$ cat src/rtl/seq_tx.sv
// ---------------------------------------------------------------------------
// seq_tx -- fixed-format serial byte transmitter.
//
// Frame on line 'a': start0 (0), start1 (1), 8 data bits LSB first, optional
// even-parity bit, stop (1). The line idles high, so the 0-then-1 start pair
// gives a downstream 0-then-1 pattern detector one hit per frame, right after
// START1.
//
// Build option:
//   SEQ_TX_PARITY_EN  define to insert an even-parity bit (XOR of the data
//                     byte) between the last data bit and STOP. Left
//                     undefined, the parity state and its logic are absent.
//
// Ports:
//   clk      in   single clock, rising edge
//   reset    in   asynchronous, active-high reset
//   data_in  in   [7:0] byte to send, sampled only at the accept edge
//   valid    in   producer has a byte on data_in
//   ready    out  block can accept a byte (IDLE only)
//   a        out  serial line, registered, idle-high
//   busy     out  high in every state except IDLE
//   done     out  one-cycle pulse, high exactly while a carries STOP
// ---------------------------------------------------------------------------
module seq_tx (
    input  logic       clk,
    input  logic       reset,
    input  logic [7:0] data_in,
    input  logic       valid,
    output logic       ready,
    output logic       a,
    output logic       busy,
    output logic       done
);

    typedef enum logic [2:0] {
        IDLE   = 3'd0,
        START0 = 3'd1,
        START1 = 3'd2,
        DATA   = 3'd3,
`ifdef SEQ_TX_PARITY_EN
        PAR    = 3'd4,
`endif
        STOP   = 3'd5
    } state_t;

    state_t     state;
    logic [7:0] sr;
    logic [2:0] cnt;
`ifdef SEQ_TX_PARITY_EN
    logic       par;
`endif

    // All outputs are registered alongside the state: every branch that picks
    // the next state also loads that state's line value and flags, so a and
    // the flags show the new state in the cycle after the transition edge and
    // nothing combinational reaches them from valid or data_in.
    always_ff @(posedge clk or posedge reset) begin
        if (reset) begin
            state <= IDLE;
            a     <= 1'b1;
            ready <= 1'b1;
            busy  <= 1'b0;
            done  <= 1'b0;
            sr    <= 8'h00;
            cnt   <= 3'd0;
`ifdef SEQ_TX_PARITY_EN
            par   <= 1'b0;
`endif
        end else begin
            done <= 1'b0;
            case (state)
                IDLE: begin
                    if (valid && ready) begin
                        sr    <= data_in;
`ifdef SEQ_TX_PARITY_EN
                        // Captured at accept: the shift register is emptied
                        // by the time the parity bit goes out.
                        par   <= ^data_in;
`endif
                        state <= START0;
                        a     <= 1'b0;
                        ready <= 1'b0;
                        busy  <= 1'b1;
                    end else begin
                        a     <= 1'b1;
                        ready <= 1'b1;
                        busy  <= 1'b0;
                    end
                end
                START0: begin
                    state <= START1;
                    a     <= 1'b1;
                end
                START1: begin
                    state <= DATA;
                    cnt   <= 3'd0;
                    a     <= sr[0];
                end
                DATA: begin
                    sr <= {1'b0, sr[7:1]};
                    if (cnt == 3'd7) begin
`ifdef SEQ_TX_PARITY_EN
                        state <= PAR;
                        a     <= par;
`else
                        state <= STOP;
                        a     <= 1'b1;
                        done  <= 1'b1;
`endif
                    end else begin
                        cnt <= cnt + 3'd1;
                        // Next bit on the line is the LSB after this shift.
                        a   <= sr[1];
                    end
                end
`ifdef SEQ_TX_PARITY_EN
                PAR: begin
                    state <= STOP;
                    a     <= 1'b1;
                    done  <= 1'b1;
                end
`endif
                STOP: begin
                    state <= IDLE;
                    a     <= 1'b1;
                    ready <= 1'b1;
                    busy  <= 1'b0;
                end
                default: begin
                    // Unused encodings fall back to a quiet, idle-high line.
                    state <= IDLE;
                    a     <= 1'b1;
                    ready <= 1'b1;
                    busy  <= 1'b0;
                    done  <= 1'b0;
                end
            endcase
        end
    end

endmodule
$ cat config.mk
export PLATFORM = sky130hd
export DESIGN_NAME = seq_tx
export DESIGN_NICKNAME = d
export VERILOG_FILES = /design/src/rtl/seq_tx.sv
export SDC_FILE = /design/constraint.sdc
export NUM_CORES = 1
export LEC_CHECK = 0
export CAP_MARGIN = 20
export CELL_PAD_IN_SITES_DETAIL_PLACEMENT = 0
export CELL_PAD_IN_SITES_GLOBAL_PLACEMENT = 1
export CORE_UTILIZATION = 39
export CTS_CLUSTER_SIZE = 40
export DETAILED_ROUTE_END_ITERATION = 16
export HOLD_SLACK_MARGIN = 0.05
export PLACE_DENSITY = 0.81
export SLEW_MARGIN = 20
export SYNTH_ARGS = -nofsm -noshare
export SYNTH_HDL_FRONTEND = slang
export SYNTH_SLANG_ARGS = --single-unit
$ cat constraint.sdc
create_clock -name clk -period 2.2 [get_ports clk]
set_clock_uncertainty 0.2 [all_clocks]
set_input_delay 0.33 -clock clk [delete_from_list [all_inputs] [get_ports clk]]
set_output_delay 0.33 -clock clk [all_outputs]
set_load 0.05 [all_outputs]
==> metrics.txt <==
status finished, final reports clean; Worst Tran Pin Value between 500 and 600 ps; later-pin clock latency in the skew report 290 ps; family with the most delay on the worst path buffers and inverters; Antenna diodes 0; setup_tns 0 ps; wire length per cell 14.1 um; total grt overflow 0; Slowest-stage cell, CP clkdlybuf4s50_1; CP peak stage delay 800 ps; height of the die about 49 um; non-filler instance count after layout approximately 130; Max Slew Vio Count 0; Synth-to-Final Area Change 17.7%; CP Buf/Inv Count 1; fin worst setup slack roughly 220 ps; # IOs 15; TritonCTS clock tree yes; Starting Density 0.430; CP Data Required Time 1670 ps; max frequency around 0.51 GHz; # H-tree levels 1; CTS Sinks 18; GRT Resource Usage Total 0.163; CP Class reg -> out; root buffer cell clkbuf_4; Yosys cell types 29; final setup fails 0; Critical Path Fanout Max 2; final hold violation count 0; Synth top area share 0.456; P_leak 0.437 nW; Worst setup SP type flip-flop; Worst setup EP type output pin; final worst path period need 1980 ps; drt initial violations 11; first-pass GRT wire length ~3000 um; vias in the first global route ~680; post-synth top area cell dfrtp_1; power density cells roughly 1400 mW/mm^2; Max-cap violations 0; num rows 16; Longest Clk Path Bufs 2; area occupied by multi-input gates approximately 370 um^2; antenna viol nets, final 0; register area ~450 um^2; flip-flop and latch count after synthesis 18; largest net degree at the start of global routing 19; syn_nets 101; hold bufs inserted after CTS 0; Via density roughly 5.4; final WL 1780 um; total power 0.00146 W; Hold Crit Class in -> async; final net count roughly 110; HPWL after DPL around 1200 um; layout cells sized above 1 0.101; RSZ-0062 raised after global routing false; pre-CTS setup slack between 200 and 300 ps; WP data arrival 1450 ps; initial antenna violation count 0; leading cell type in the layout, fill and taps excluded dfrtp_1; placed cell count between 100 and 150; clock slew at reported path FFs approximately 100 ps; Cell Area, Synth 877 um^2; Max VDD drop between 0.8 and 0.9 mV; # fillers just under 200; Setup Buffers After CTS 0; commonest cells after routing, fill and taps aside 16 x dfrtp_1, 12 x clkdlybuf4s50_1, 11 x o21ai_0; TritonRoute pass-1 iters 4; via count just under 700; RD Place Congestion about 0.75; Port-buffer cells 14; PostCTS Resize Cnt 0; DIE WIDTH slightly below 50 um; Die ar. roughly 0.0024 mm^2; Post-Syn Area per Cell 9.97 um^2; yosys synthesis warning count 0; CP cell instances clkdlybuf4s50_1; Seq/Total Area, Yosys 0.516; crit share post-route 0.898; Post-Synthesis Cells 88; Max transition margin 0.608; post-route DRC violation count 0; largest cells by area after synthesis dfrtp_1 46%, o21ai_0 6.3%, dfstp_2 6.0%, a31oi_1 5.0%, a21oi_1 4.6%; CTS Buf Count 3; CORE AREA between 0.002 and 0.0025 mm^2; final hold slack ~140 ps
## synth_stat cells
cell,n
dfrtp_1,16
o21ai_0,11
buf_1,2
nor3b_2,1
dfstp_2,2
or3b_4,1
a21oi_1,8
nor3_1,2
ha_1,2
buf_2,2
nand2b_1,3
o21ai_1,1
nor2b_1,1
buf_6,2
nand3_1,1
and3_1,1
a31oi_1,7
nor3b_1,1
o31ai_1,3
nand2_1,1
and3b_1,1
clkbuf_1,1
a22o_1,1
a211o_1,1
o32ai_1,1
and4b_1,2
nand3b_1,1
inv_1,3
nor2_1,9
## logic make-up (layout without fill, tap and decap cells)
kind of cell | count (synthesis) | after routing | synth area share
AOI/OAI and AO/OA | 33 | 33 | 0.220
and+or+nand+nor | 25 | 25 | 0.173
DFF | 18 | 18 | 0.516
buffers and inverters | 10 | 21 | 0.0628
adders and majority gates | 2 | 2 | 0.0285
## power by group
| part | internal [W] | leakage [nW] | switching (W) | total, W |
|---|---|---|---|---|
| sequential | 0.000485 | 0.215 | 0.000109 | 0.000594 |
| combinational | 0.000269 | 0.208 | 0.000433 | 0.000702 |
| clock | 0.0000636 | 0.0138 | 0.0000964 | 0.000160 |
## routing by layer
metal,routed length (um),GRT usage
met1,912,0.195
met2,775,0.267
met3,72,0.0654
met4,15,0.0524
met5,0,0
## through the flow
step | utilization | instance area (um^2)
floorplan | - | 877
global placement | 0.494 | 1010
detailed placement | 0.494 | 1010
CTS | 0.506 | 1030
global route | 0.506 | 1030
finish | 0.506 | 1030
## worst paths after layout
path	startpoint	end	slack [ps]	depth (start not counted)
max	busy$_DFFE_PP0N_	busy	220	1
min	reset	sr[6]$_DFFE_PP0P_	140	3
max reg2reg	cnt[0]$_DFFE_PP0P_	cnt[1]$_DFFE_PP0P_	410	5
min reg2reg	cnt[0]$_DFFE_PP0P_	cnt[0]$_DFFE_PP0P_	300	1
max in group asynchronous	reset	a$_DFF_PP1_	1390	3
min in group clk	cnt[0]$_DFFE_PP0P_	cnt[0]$_DFFE_PP0P_	300	1
## sequential cells by signal, indices dropped and copies added, names as in the netlist
signal and flops:
a 1, done 1, sr 8, ready 1, state 3, cnt 3, busy 1
## area by class of cell
cell class              count  share of cell area
well taps                  27              0.0327
multi-input cells          60               0.358
inverters                   3              0.0109
clock buffers               3              0.0218
repair buffers             15               0.138
flip-flops and latches     18               0.439
Note: power is estimated with default switching activity, not from simulation.
